[config.mk]
export PLATFORM = sky130hd
export DESIGN_NAME = seq_player
export DESIGN_NICKNAME = d
export VERILOG_FILES = /design/src/rtl/seq_player.sv
export SDC_FILE = /design/constraint.sdc
export NUM_CORES = 1
export LEC_CHECK = 0
export CAP_MARGIN = 25
export CORE_MARGIN = 3
export CORE_UTILIZATION = 43
export DETAILED_ROUTE_END_ITERATION = 7
export GPL_TIMING_DRIVEN = 0
export PLACE_DENSITY = 0.85
export SYNTH_ARGS = -nofsm -noshare
export SYNTH_HDL_FRONTEND = slang
export SYNTH_SLANG_ARGS = --single-unit
[constraint.sdc]
create_clock -name CLK_50 -period 5.8 [get_ports CLK_50]
set_clock_uncertainty 0.15 [all_clocks]
set_input_delay 1.45 -clock CLK_50 [delete_from_list [all_inputs] [get_ports CLK_50]]
set_output_delay 1.45 -clock CLK_50 [all_outputs]
set_load 0.02 [all_outputs]
[src/rtl/seq_player.sv]
// Sequence player: looks up a sequence's ROM start address in the tag RAM, then
// walks ROM words onto LEDR, one word per step_en, until the end-of-sequence marker.
//
// state   | meaning
// IDLE    | no playback; waiting for seq_load
// TAG_REQ | tag RAM address presented, waiting out read latency
// TAG_CHK | tag word valid: check valid bit, load ROM start address
// FETCH   | ROM address presented, waiting out read latency
// LATCH   | capture LED field and end marker from the ROM word
// HOLD    | word on display, waiting for step_en
module seq_player #(
    parameter int ADDR_W = 10,
    parameter int DATA_W = 16,
    parameter int TAG_AW = 7,
    parameter int SEQ_W  = 6,
    parameter int LED_W  = 10
) (
    input  logic              CLK_50,
    input  logic              reset,
    input  logic              step_en,
    input  logic              seq_load,
    input  logic [SEQ_W-1:0]  seq_sel,
    output logic [TAG_AW-1:0] tag_rdaddr,
    input  logic [31:0]       tag_data,
    output logic [ADDR_W-1:0] rom_addr,
    input  logic [DATA_W-1:0] rom_data,
    output logic [LED_W-1:0]  LEDR,
    output logic              playing,
    output logic              seq_done,
    output logic              err
);

    typedef enum logic [2:0] {
        S_IDLE    = 3'd0,
        S_TAG_REQ = 3'd1,
        S_TAG_CHK = 3'd2,
        S_FETCH   = 3'd3,
        S_LATCH   = 3'd4,
        S_HOLD    = 3'd5
    } state_t;

    state_t              state_q, state_d;
    logic [TAG_AW-1:0]   tag_rdaddr_q, tag_rdaddr_d;
    logic [ADDR_W-1:0]   rom_addr_q, rom_addr_d;
    logic [LED_W-1:0]    ledr_q, ledr_d;
    logic                last_q, last_d;
    logic                seq_done_q, seq_done_d;
    logic                err_q, err_d;

    logic                tag_valid;
    logic                rom_is_last;
    logic                addr_at_top;
    logic                unused_bits;

    assign tag_valid   = tag_data[31];
    assign rom_is_last = (rom_data[1:0] == 2'b11);
    assign addr_at_top = (rom_addr_q == {ADDR_W{1'b1}});

    // Tag bits between the start address and the valid flag, and ROM bits
    // between the LED field and the marker, carry nothing for this block.
    assign unused_bits = ^{tag_data[30:ADDR_W], rom_data[DATA_W-LED_W-1:2]};

    always_ff @(posedge CLK_50 or posedge reset) begin
        if (reset) begin
            state_q      <= S_IDLE;
            tag_rdaddr_q <= '0;
            rom_addr_q   <= '0;
            ledr_q       <= '0;
            last_q       <= 1'b0;
            seq_done_q   <= 1'b0;
            err_q        <= 1'b0;
        end else begin
            state_q      <= state_d;
            tag_rdaddr_q <= tag_rdaddr_d;
            rom_addr_q   <= rom_addr_d;
            ledr_q       <= ledr_d;
            last_q       <= last_d;
            seq_done_q   <= seq_done_d;
            err_q        <= err_d;
        end
    end

    // seq_load restarts from any state and takes priority over step_en.
    always_comb begin
        state_d = state_q;
        if (seq_load) begin
            state_d = S_TAG_REQ;
        end else begin
            case (state_q)
                S_IDLE:    state_d = S_IDLE;
                S_TAG_REQ: state_d = S_TAG_CHK;
                S_TAG_CHK: state_d = tag_valid ? S_FETCH : S_IDLE;
                S_FETCH:   state_d = S_LATCH;
                S_LATCH:   state_d = S_HOLD;
                S_HOLD: begin
                    if (step_en) begin
                        state_d = (last_q || addr_at_top) ? S_IDLE : S_FETCH;
                    end
                end
                default:   state_d = S_IDLE;
            endcase
        end
    end

    always_comb begin
        tag_rdaddr_d = tag_rdaddr_q;
        rom_addr_d   = rom_addr_q;
        ledr_d       = ledr_q;
        last_d       = last_q;
        seq_done_d   = 1'b0;
        err_d        = err_q;
        if (seq_load) begin
            tag_rdaddr_d = {{(TAG_AW-SEQ_W){1'b0}}, seq_sel};
            err_d        = 1'b0;
        end else begin
            case (state_q)
                S_TAG_CHK: begin
                    if (tag_valid) begin
                        rom_addr_d = tag_data[ADDR_W-1:0];
                    end else begin
                        err_d = 1'b1;
                    end
                end
                S_LATCH: begin
                    ledr_d = rom_data[DATA_W-1 -: LED_W];
                    last_d = rom_is_last;
                end
                S_HOLD: begin
                    if (step_en) begin
                        if (last_q) begin
                            seq_done_d = 1'b1;
                            ledr_d     = '0;
                        end else if (addr_at_top) begin
                            // Running off the top of the ROM is a fault, never a wrap.
                            err_d  = 1'b1;
                            ledr_d = '0;
                        end else begin
                            rom_addr_d = rom_addr_q + ADDR_W'(1);
                        end
                    end
                end
                default: begin
                end
            endcase
        end
    end

    assign tag_rdaddr = tag_rdaddr_q;
    assign rom_addr   = rom_addr_q;
    assign LEDR       = ledr_q;
    assign playing    = (state_q != S_IDLE);
    assign seq_done   = seq_done_q;
    assign err        = err_q;

endmodule

# Word-level counts from Yosys, hierarchy flattened
# Index checks and enable logic that the tools add are counted.
op_classes:
  bitwise: 1
  muxes: 24
  eq_ne: 16
  reduce_logical: 9
  n_addsub: 1
op_table:
  columns: ["operator", "n"]
  rows:
  - ["2-to-1 mux 10 bit", 7]
  - ["case mux 10 bit (2 select lines)", 2]
  - ["!= test 3 bit, second input constant", 5]
  - ["case mux 3 bit (5 select lines)", 1]
  - ["adder 10 x 1 -> 10 bit, second input constant", 1]
  - ["equality test 10 bit, second input constant", 1]
  - ["2-to-1 mux 1 bit", 9]
  - ["!= test 2 bit, second input constant", 4]
  - ["equality test 3 x 2 -> 1 bit, second input constant", 2]
  - ["equality test 3 bit, second input constant", 2]
  - ["2-to-1 mux 3 bit", 2]
  - ["AND reduction 6 bit", 1]
  - ["nonzero test 3 bit", 2]
  - ["AND reduction 5 bit", 1]
  - ["2-to-1 mux 2 bit", 2]
  - ["AND reduction 4 bit", 1]
  - ["nonzero test 2 bit", 2]
  - ["equality test 3 x 1 -> 1 bit, second input constant", 1]
  - ["equality test 2 bit, second input constant", 1]
  - ["case mux 1 bit (2 select lines)", 1]
  - ["AND reduction 2 bit", 1]
  - ["logical OR 1 bit", 1]
  - ["NOT 1 bit", 1]
word_totals:
  out_inout_bits: 30
  register_bits: 32
  word_cells: 58
  inputBits: 58

# Logic depth before layout (Yosys ltp)
# Gate-level depths: netlist of run 1.
depth:
  depth_word: 6
  mapped_depth: 7
  ltp_nobuf: 5

# Worst setup path after synthesis of run 1
# Ideal clock, no wire load.
synth_timing:
  path_type: "in2reg"
  from: "in tag_data[31]"
  to: "reg rom_addr_q[1], in the netlist rom_addr[1]"
  slack_ns: 3.015
  required_ns: 5.522
  setup_time_ns: 0.128
  n_path_buf: 1
  stages: 5
  arrival_ns: 2.507
  cell_sequence: "nand4bb_1 a21o_1 buf_1 a21oi_4 mux2_1"
synth_between:
  elab_chain_len: 2
synth_rtl:
  columns: ["item", "line_no", "text"]
  rows:
  - ["from (decl)", "24", "input logic [31:0] tag_data,"]
  - ["!= test 2 bit (no line)", null, null]
  - ["AND reduction 6 bit (no line)", null, null]
  - ["to (signal assigned)", "75", "rom_addr_q <= rom_addr_d;"]
  - ["to (decl)", "44", "logic [ADDR_W-1:0] rom_addr_q, rom_addr_d;"]
# No other way between the ends.
# A chain may end at the register's enable or synchronous reset.

# Worst setup path after layout of run 1
layout_timing:
  from: "reg state_q[0]"
  to: "out playing"
layout_between:
  elab_chain_len: 1
layout_rtl:
  columns: ["item", "line_no", "text"]
  rows:
  - ["from (decl)", "42", "state_t state_q, state_d;"]
  - ["from (signal assigned)", "73", "state_q <= state_d;"]
  - ["nonzero test 3 bit", "151", "assign playing = (state_q != S_IDLE);"]
  - ["to (decl)", "28", "output logic playing,"]
# No other way between the ends.

==> results of run 1 <==
==> metrics by stage <==
step / cells / setup WS [ps] / hold slack (ps) / utilization (%) / total power, mW
2_1_floorplan: 179 / 3020 / 395 / - / 0.634
3_3_place_gp: 288 / 2220 / 339 / 64.1 / 0.847
3_5_place_dp: 289 / 2230 / 346 / 64.8 / 0.862
4_1_cts: 297 / 2400 / 361 / 67.7 / 1.08
5_1_grt: 297 / 2350 / 382 / 67.7 / 1.13
6_report: 297 / 2410 / 357 / 67.7 / 1.07
==> path summary, 6_finish.rpt <==
kind | from | end | cells past startpoint
worst max-delay path | state_q[0]$_DFFE_PP0P_ | playing | 3
worst min-delay path | tag_rdaddr[2]$_DFFE_PP0P_ | tag_rdaddr[2]$_DFFE_PP0P_ | 1
worst max register to register | rom_addr[0]$_DFFE_PP0P_ | rom_addr[1]$_DFFE_PP0P_ | 7
worst min register to register | tag_rdaddr[2]$_DFFE_PP0P_ | tag_rdaddr[2]$_DFFE_PP0P_ | 1
max in group asynchronous | reset | tag_rdaddr[3]$_DFFE_PP0P_ | 3
min in group asynchronous | reset | LEDR[2]$_DFFE_PP0P_ | 2
==> flip-flops by register name, summed over array words and instances, names as in the netlist <==
signal and count:
err 1, state_q 3, LEDR 10, rom_addr 10, seq_done 1, tag_rdaddr 6, last_q 1
==> cell families after synthesis <==
family / after synthesis
simple gates: 50
compound gates: 48
flops: 32
buf+inv: 30
mux: 17
fa+ha+maj: 1
other cells: 1
==> routing by layer <==
| layer | wire length (um) | GRT usage [%] | vias up | share of wire [%] |
|---|---|---|---|---|
| met3 | 228 | 4.75 | 8 | 5.2 |
| met2 | 2100 | 29.2 | 51 | 48 |
| met4 | 97 | 11.3 | 0 | 2.2 |
| met1 | 1950 | 24.4 | 755 | 44 |
| li1 | - | - | 782 | - |
| met5 | 0 | 0 | - | 0 |
==> cell usage after synthesis (2+ instances only) <==
master,n
a2bb2oi_1,6
dfrtp_1,32
a41oi_1,2
inv_1,15
nand4_1,3
o22ai_1,2
nand3_1,4
buf_1,2
a211oi_1,6
buf_2,5
mux2_2,6
nand2_1,20
and4_1,2
or3_1,2
buf_6,2
a21o_1,2
a22o_1,2
mux2i_1,10
nand3b_1,2
nor2_1,6
clkbuf_1,5
nand2b_1,2
o21ai_0,7
a21oi_1,8
a31oi_1,3
nor3_1,2
==> cell type report <==
| class | instances | area [um^2] | share of cell area [%] |
|---|---|---|---|
| Tap cell | 48 | 60.1 | 2.32 |
| Clock buffer | 6 | 72.6 | 2.80 |
| Clock inverter | 2 | 35.0 | 1.35 |
| Sequential cell | 32 | 801 | 30.9 |
| Multi-Input combinational cell | 117 | 845 | 32.6 |
| Inverter | 15 | 56.3 | 2.17 |
| Timing Repair Buffer | 62 | 638 | 24.6 |
| Buffer | 15 | 81.3 | 3.14 |
==> power breakdown <==
part	leakage [nW]	total (mW)	switching, mW	internal (mW)
clock	0.0552	0.214	0.0862	0.127
sequential	0.381	0.392	0.0882	0.304
combinational	0.637	0.463	0.228	0.235
total	1.07	1.07	0.402	0.667
==> metrics.yaml, run 1 <==
cells_and_area:
  area_delta_synth_final_pct: 45.2
  fillers: 315
  fin_nets: 307
  drive_gt1_share_pct: 10.4
  final_cell_mix: "clkdlybuf4s50_1, dfrtp_1, nand2_1"
  layout_commonest_cell: "clkdlybuf4s50_1"
  diodes: 0
  final_area_um2: 2590
route:
  drt-pass1-iter-count: 4
  wl_mm: 4.37
  drc: 0
  ant_nets: 0
  viasPerCell: 5.37
  drt_iter0_drc: 90
  vias: 1596
  wire_per_inst_um: 14.7
global_routing:
  grt_pass1_wl_mm: 7.52
  grt_overflow_total: 0
  grt_max_degree: 18
  grt_pass1_vias: 1615
  antenna_found_initial: 0
  grt_util_all_layers_pct: 19.2
placed_design:
  dpl.hpwl_mm: 3.16
  dpl_cell_area_um2: 2480
  gp_congestion: 0.830
  port_buffers: 61
yosys:
  synthMuxAreaShare_pct: 10.0
  synth-simple-area-share_pct: 14.9
  synth_cells: 179
  yosys_warnings: 0
  syn_area_um2: 1780
  synth.distinct_cells: 47
  netlist.area_leader.share_pct: 44.9
  yosys.area.top_type: "dfrtp_1"
  synth-edff-count: 0
  synth_xor_area_share_pct: 0
  ys_seq_area_share_pct: 44.9
  synth_fa_ha_area_share_pct: 0.702
  ys_ff_latch: 32
  synth_nets: 238
  ys_top_cells_by_area: "dfrtp_1, mux2i_1, nand2_1"
  synth-async-reset-ratio_pct: 100
  synth_flop_cell: "dfrtp_1"
  synth_compound_area_share_pct: 21.5
  synth_top_family_by_area: "compound AO/OA/AOI/OAI gates"
  postSynthAreaPerCell_um2: 9.96
cts:
  postCtsResizedCells: 0
  cts.sinks: 32
  tritoncts: "done"
  clock_path_buffers: 2
  cts_max_level: 2
  clk_latency_ps: 290
  clkTransAtPathRegs_ps: 70
  post_cts_buffers: 0
  root_buffer: "clkbuf_8"
  cts_inserted_buffers: 5
  hold_buffers: 0
worst_hold_path:
  min_path_type: "reg -> reg"
setup_path:
  crit_slowest_cell: "clkdlybuf4s50_1"
  worstPathArrival_ps: 1790
  cp_slowest_stage_delay_ps: 550
  crit_required_ps: 4200
  path_class: "reg -> out"
  cp-end-kind: "output pin"
  worstPathCellList: "buf_2 -> or3_1 -> clkdlybuf4s50_1"
  cp-start-kind: "register"
  crit_family: "buffers and inverters"
  cp_max_fo: 10
  crit_buf_inv: 2
  rrSetupSlack_ps: 3430
sta:
  hold_viol_final: 0
  fmax_mhz: 295
  min_period_ps: 3390
  rsz0062_at_grt: "false"
  setup_viol: 0
  tns_ps: 0
  period_share_pct: 58.5
  worst_pin_slew_ps: 715
  drv_slew: 0
  timing.slew.headroom_pct: 52.3
die:
  initial_core_util_pct: 46.6
  std_cell_rows: 22
  coreArea_um2: 3830
  die_h_um: 70.4
  ioPinCount: 88
  fp.dieW_um: 70.4
  die_area_um2: 4950
run:
  drv_cap: 0
pwr:
  p_leak_nw: 1.07
  peakVddDrop_mv: 0.270
  p_per_area_nw_per_um2: 413
outcome:
  status: "finished, final reports clean"
No activity file was read; power rests on OpenSTA's default activity.
==> inputs of run 2 (changes only) <==
--- a/config.mk
+++ b/config.mk
@@ -7,10 +7,10 @@
 export LEC_CHECK = 0
 export CAP_MARGIN = 25
 export CORE_MARGIN = 3
-export CORE_UTILIZATION = 43
+export CORE_UTILIZATION = 36
 export DETAILED_ROUTE_END_ITERATION = 7
 export GPL_TIMING_DRIVEN = 0
-export PLACE_DENSITY = 0.85
+export PLACE_DENSITY = 0.76
 export SYNTH_ARGS = -nofsm -noshare
 export SYNTH_HDL_FRONTEND = slang
 export SYNTH_SLANG_ARGS = --single-unit
==> constraint.sdc (replaced) <==
create_clock -name CLK_50 -period 3.05 [get_ports CLK_50]
set_clock_uncertainty 0.15 [all_clocks]
set_input_delay 0.7625 -clock CLK_50 [delete_from_list [all_inputs] [get_ports CLK_50]]
set_output_delay 0.7625 -clock CLK_50 [all_outputs]
set_load 0.02 [all_outputs]
==> run 2 against run 1 <==
  * Utilization decreased by 11 points
  * Critical path depth unchanged
  * Clock-buffer cell count increased by 1
  * Non-clock buffer count unchanged
  * Wire length increased by 2.5%
  * Clock power increased by 64%
  * Final area increased by 0.39%
  * Global-route usage decreased by 3.2 points
  * Power increased by 85%
  * Register-to-register slack got worse by 2800 ps
  * Critical path type unchanged
  * Largest power group unchanged
==> metrics.yaml, run 2 (synthesis results as in run 1) <==
sta:
  drv_slew: 0  # unchanged
  hold_slack_ps: 361  # +3.41 ps
  hold_viol_final: 0  # unchanged
  tns_ps: 0  # unchanged
  min_period_ps: 2680
  fmax_mhz: 373
  timing.slew.headroom_pct: 55.5  # +3.3 points
  setup_viol: 0  # unchanged
  worst_pin_slew_ps: 666  # -48.8 ps
  period_share_pct: 87.9
  rsz0062_at_grt: "false"
cts:
  clk_latency_ps: 280  # about the same
  hold_buffers: 0  # unchanged
  cts.sinks: 32  # unchanged
  tritoncts: "done"
  post_cts_buffers: 0  # unchanged
  root_buffer: "clkbuf_8"
  cts_inserted_buffers: 5  # unchanged
  clock_path_buffers: 2  # unchanged
  clkTransAtPathRegs_ps: 70  # about the same
  cts_max_level: 2  # unchanged
  postCtsResizedCells: 0  # unchanged
pwr:
  p_leak_nw: 1.07  # -0.45%
  seqPwrFrac_pct: 38.1  # +1.4 points
  p_sw_share_pct: 38.1  # +0.50 points
  p_clk_share_pct: 17.7  # -2.3 points
  p_int_mw: 1.23  # +84%
  switching_power_uw: 756  # +88%
  peakVddDrop_mv: 0.513  # +90%
  pwr-share-comb_pct: 44.2  # +0.9 points
  p_per_area_nw_per_um2: 763  # +85%
  power_mw: 1.98  # +85%
run:
  drv_cap: 0  # unchanged
cells_and_area:
  drive_gt1_share_pct: 10.5  # +0.042 points
  finish.utilization_pct: 56.9  # -11 points
  fin_nets: 307  # unchanged
  final_cell_mix: "clkdlybuf4s50_1, dfrtp_1, nand2_1"
  layout_commonest_cell: "clkdlybuf4s50_1"
  area_delta_synth_final_pct: 45.8
  fillers: 417  # +32%
  final_cells: 313  # +5.4%
  diodes: 0  # unchanged
die:
  die_area_um2: 5830  # +18%
  std_cell_rows: 24  # +9.1%
  ioPinCount: 88  # unchanged
  initial_core_util_pct: 39.1  # -7.5 points
  coreArea_um2: 4560  # +19%
  die_h_um: 76.4  # +8.5%
  fp.dieW_um: 76.4  # +8.5%
setup_path:
  crit_slowest_cell: "clkdlybuf4s50_1"
  worst_r2r_path_depth: 7  # unchanged
  path_class: "reg -> out"
  cp-start-kind: "register"
  crit_family: "buffers and inverters"
  r2r-start: "rom_addr[0]$_DFFE_PP0P_"
  rrSetupSlack_ps: 660  # -2770 ps
  rr_endpoint: "rom_addr[1]$_DFFE_PP0P_"
  worstPathArrival_ps: 1770  # -20 ps
  crit_required_ps: 2140  # -2060 ps
  cp-end-kind: "output pin"
  cp_max_fo: 10  # unchanged
  crit_buf_inv: 2  # unchanged
  cp_slowest_stage_delay_ps: 540  # about the same
  worstPathCellList: "buf_2 -> or3_1 -> clkdlybuf4s50_1"
placed_design:
  dpl.hpwl_mm: 3.26  # +3.1%
  dpl.cell_count: 306  # +5.9%
  gp_congestion: 0.841  # +1.3%
  port_buffers: 61  # unchanged
route:
  drt_iter0_drc: 50  # -44%
  drc: 0  # unchanged
  vias: 1593  # -0.19%
  drt-pass1-iter-count: 4  # unchanged
  ant_nets: 0  # unchanged
  wire_per_inst_um: 14.3  # -2.7%
  viasPerCell: 5.09  # -5.3%
  wl_mm: 4.48  # +2.5%
global_routing:
  grt_pass1_wl_mm: 7.73  # +2.8%
  grt_overflow_total: 0  # unchanged
  grt_util_all_layers_pct: 16.0  # -3.2 points
  grt_pass1_vias: 1637  # +1.4%
  grt_max_degree: 19  # +1
  antenna_found_initial: 0  # unchanged
worst_hold_path:
  hold_start: "tag_rdaddr[4]$_DFFE_PP0P_"
  min_to: "tag_rdaddr[4]$_DFFE_PP0P_"
  min_path_type: "reg -> reg"
  holdPathStages: 1  # unchanged
outcome:
  status: "finished, final reports clean"
run 2: per-stage QoR:
stage	area (um^2)	worst slack (ps)
2_1_floorplan	1780	773
3_3_place_gp	2470	146
3_5_place_dp	2500	160
4_1_cts	2600	353
5_1_grt	2600	309
6_report	2600	368
run 2: worst max path at each step:
stage	start	to	slack, ps	cells after the start
after floorplan	rom_addr[0]$_DFFE_PP0P_	rom_addr[1]$_DFFE_PP0P_	770	7
after global placement	step_en	rom_addr[1]$_DFFE_PP0P_	150	6
after detailed placement	step_en	rom_addr[1]$_DFFE_PP0P_	160	6
after CTS	state_q[0]$_DFFE_PP0P_	playing	350	3
after global routing	state_q[0]$_DFFE_PP0P_	playing	310	3
final	state_q[0]$_DFFE_PP0P_	playing	370	3
run 2: routing by layer:
metal	track usage (%)	part of all wire (%)	routed length (um)	vias to the layer above
met2	26.3	47	2100	61
met1	19.8	45	2000	746
met4	4.53	1.0	46	0
li1	-	-	-	781
met5	0	0	0	-
met3	5.79	7.5	336	5
run 2: cell type report:
class	count	area, um^2	share of cell area (%)
buffer	15	81.3	3.13
clock buffer	7	96.3	3.71
inverter	15	56.3	2.17
multi-input combinational	117	845	32.5
sequential	32	801	30.8
tap	65	81.3	3.13
timing repair buffer	62	638	24.6
run 2: power groups by stage:
stage | Combinational [mW] | Clock (mW) | Sequential (mW)
floorplan | 0.304 | 0 | 0.901
global placement | 0.866 | 0 | 0.752
detailed placement | 0.884 | 0 | 0.759
CTS | 0.885 | 0.366 | 0.756
global route | 0.944 | 0.385 | 0.783
finish | 0.877 | 0.350 | 0.755
==> inputs of run 3 (changes only) <==
--- a/config.mk
+++ b/config.mk
@@ -6,6 +6,7 @@
 export NUM_CORES = 1
 export LEC_CHECK = 0
 export CAP_MARGIN = 25
+export CORE_ASPECT_RATIO = 0.75
 export CORE_MARGIN = 3
 export CORE_UTILIZATION = 36
 export DETAILED_ROUTE_END_ITERATION = 7
==> run 3 against run 2 <==
  * Sequential cell count unchanged
  * Maximum frequency about the same
  * Die area up 0.15%
  * Global-route usage up 0.62 points
  * Final area down 1.1%
  * Clock-buffer cell count down 1
  * Critical path type unchanged
  * Largest power group unchanged
==> metrics.yaml, run 3 (synthesis results as in run 1) <==
die:
  die_h_um: 66.9  # -12%
  ioPinCount: 88  # unchanged
  std_cell_rows: 21  # -13%
  fp.dieW_um: 87.3  # +14%
  coreArea_um2: 4620  # +1.3%
  initial_core_util_pct: 38.6  # -0.51 points
  die_area_um2: 5840  # +0.15%
cts:
  postCtsResizedCells: 0  # unchanged
  clkTransAtPathRegs_ps: 60  # about the same
  clock_path_buffers: 2  # unchanged
  tritoncts: "done"
  root_buffer: "clkbuf_8"
  hold_buffers: 0  # unchanged
  clk_latency_ps: 290  # about the same
  cts_inserted_buffers: 5  # unchanged
  cts.sinks: 32  # unchanged
  post_cts_buffers: 0  # unchanged
  cts_max_level: 2  # unchanged
worst_hold_path:
  min_path_type: "reg -> reg"
  hold_start: "tag_rdaddr[4]$_DFFE_PP0P_"
  holdPathStages: 1  # unchanged
  min_to: "tag_rdaddr[4]$_DFFE_PP0P_"
route:
  wire_per_inst_um: 14.7  # +2.6%
  wl_mm: 4.48  # about the same
  vias: 1600  # +0.44%
  ant_nets: 0  # unchanged
  drt_iter0_drc: 69  # +38%
  drc: 0  # unchanged
  viasPerCell: 5.25  # +3.1%
  drt-pass1-iter-count: 4  # unchanged
cells_and_area:
  area_delta_synth_final_pct: 44.1
  fin_nets: 307  # unchanged
  final_area_um2: 2570  # -1.1%
  final_cell_mix: "clkdlybuf4s50_1, dfrtp_1, nand2_1"
  finish.utilization_pct: 55.6  # -1.4 points
  drive_gt1_share_pct: 10.1  # -0.40 points
  layout_commonest_cell: "clkdlybuf4s50_1"
  fillers: 423  # +1.4%
  diodes: 0  # unchanged
sta:
  timing.slew.headroom_pct: 60.6  # +5.0 points
  tns_ps: 0  # unchanged
  fmax_mhz: 373  # about the same
  period_share_pct: 88.0  # about the same
  worst_pin_slew_ps: 591  # -75.3 ps
  finalWorstSetupSlack_ps: 367  # -0.935 ps
  drv_slew: 0  # unchanged
  setup_viol: 0  # unchanged
  min_period_ps: 2680  # +0.935 ps
  rsz0062_at_grt: "false"
  hold_viol_final: 0  # unchanged
placed_design:
  dpl.hpwl_mm: 3.34  # +2.6%
  gp_congestion: 0.815  # -3.2%
  pre_cts_ws_ps: 120  # -40.7 ps
  port_buffers: 61  # unchanged
  dpl_cell_area_um2: 2490  # -0.40%
global_routing:
  grt_overflow_total: 0  # unchanged
  grt_pass1_wl_mm: 7.49  # -3.0%
  grt_util_all_layers_pct: 16.6  # +0.62 points
  grt_pass1_vias: 1556  # -4.9%
  antenna_found_initial: 0  # unchanged
  grt_max_degree: 22  # +3
setup_path:
  cp-end-kind: "output pin"
  cp_max_fo: 10  # unchanged
  rrSetupSlack_ps: 660  # about the same
  worstPathArrival_ps: 1770  # about the same
  rr_endpoint: "rom_addr[1]$_DFFE_PP0P_"
  worst_r2r_path_depth: 7  # unchanged
  path_class: "reg -> out"
  cp-start-kind: "register"
  crit_required_ps: 2140  # about the same
  r2r-start: "rom_addr[0]$_DFFE_PP0P_"
pwr:
  p_per_area_nw_per_um2: 754  # -1.1%
  peakVddDrop_mv: 0.470  # -8.4%
  p_leak_nw: 1.06  # -0.87%
  power_mw: 1.94  # -2.2%
run:
  drv_cap: 0  # unchanged
outcome:
  status: "finished, final reports clean"
[run 3: cell count changes in the layout (fill, tap and decap cells not counted)]
cell      before  now
clkbuf_1       5    6
clkbuf_8       7    5
clkinv_2       0    1
[run 3: metrics by stage]
| stage | hold WS [ps] | instances |
|---|---|---|
| global placement | 340 | 297 |
| detailed placement | 349 | 298 |
| finish | 357 | 305 |
| CTS | 363 | 305 |
| floorplan | 395 | 179 |
| global route | 384 | 305 |
[run 3: critical path, cell delays in order (launching register included)]
cell and delay, ps:
dfrtp_1 390, buf_2 190, or3_1 360, clkdlybuf4s50_1 550
[run 3: how the worst max path moves through the flow]
stage | end | slack (ps) | start
final | playing | 370 | state_q[0]$_DFFE_PP0P_
after global routing | playing | 300 | state_q[0]$_DFFE_PP0P_
after CTS | playing | 360 | state_q[0]$_DFFE_PP0P_
after detailed placement | rom_addr[1]$_DFFE_PP0P_ | 120 | step_en
after global placement | rom_addr[1]$_DFFE_PP0P_ | 140 | step_en
after floorplan | rom_addr[1]$_DFFE_PP0P_ | 770 | rom_addr[0]$_DFFE_PP0P_
[run 3: per-layer routing]
metal | up-vias | GRT usage [%] | share of wire [%]
met5 | - | 0 | 0
met4 | 0 | 3.45 | 0.80
met3 | 5 | 5.81 | 6.5
met2 | 54 | 24.7 | 43
met1 | 763 | 23.2 | 49
li1 | 778 | - | -
[run 3: layout make-up]
cell class / count / area (um^2) / area share (%)
multi-input combinational: 117 / 845 / 32.9
sequential: 32 / 801 / 31.2
timing repair buffer: 62 / 638 / 24.8
buffer: 15 / 81.3 / 3.16
clock buffer: 6 / 72.6 / 2.82
tap: 57 / 71.3 / 2.78
inverter: 15 / 56.3 / 2.19
clock inverter: 1 / 5.00 / 0.195
[run 3: where the power goes]
| part | internal, mW | switching, mW | total, mW |
|---|---|---|---|
| registers | 0.578 | 0.170 | 0.748 |
| clock network | 0.155 | 0.152 | 0.306 |
| logic | 0.448 | 0.435 | 0.884 |
| total | 1.18 | 0.757 | 1.94 |
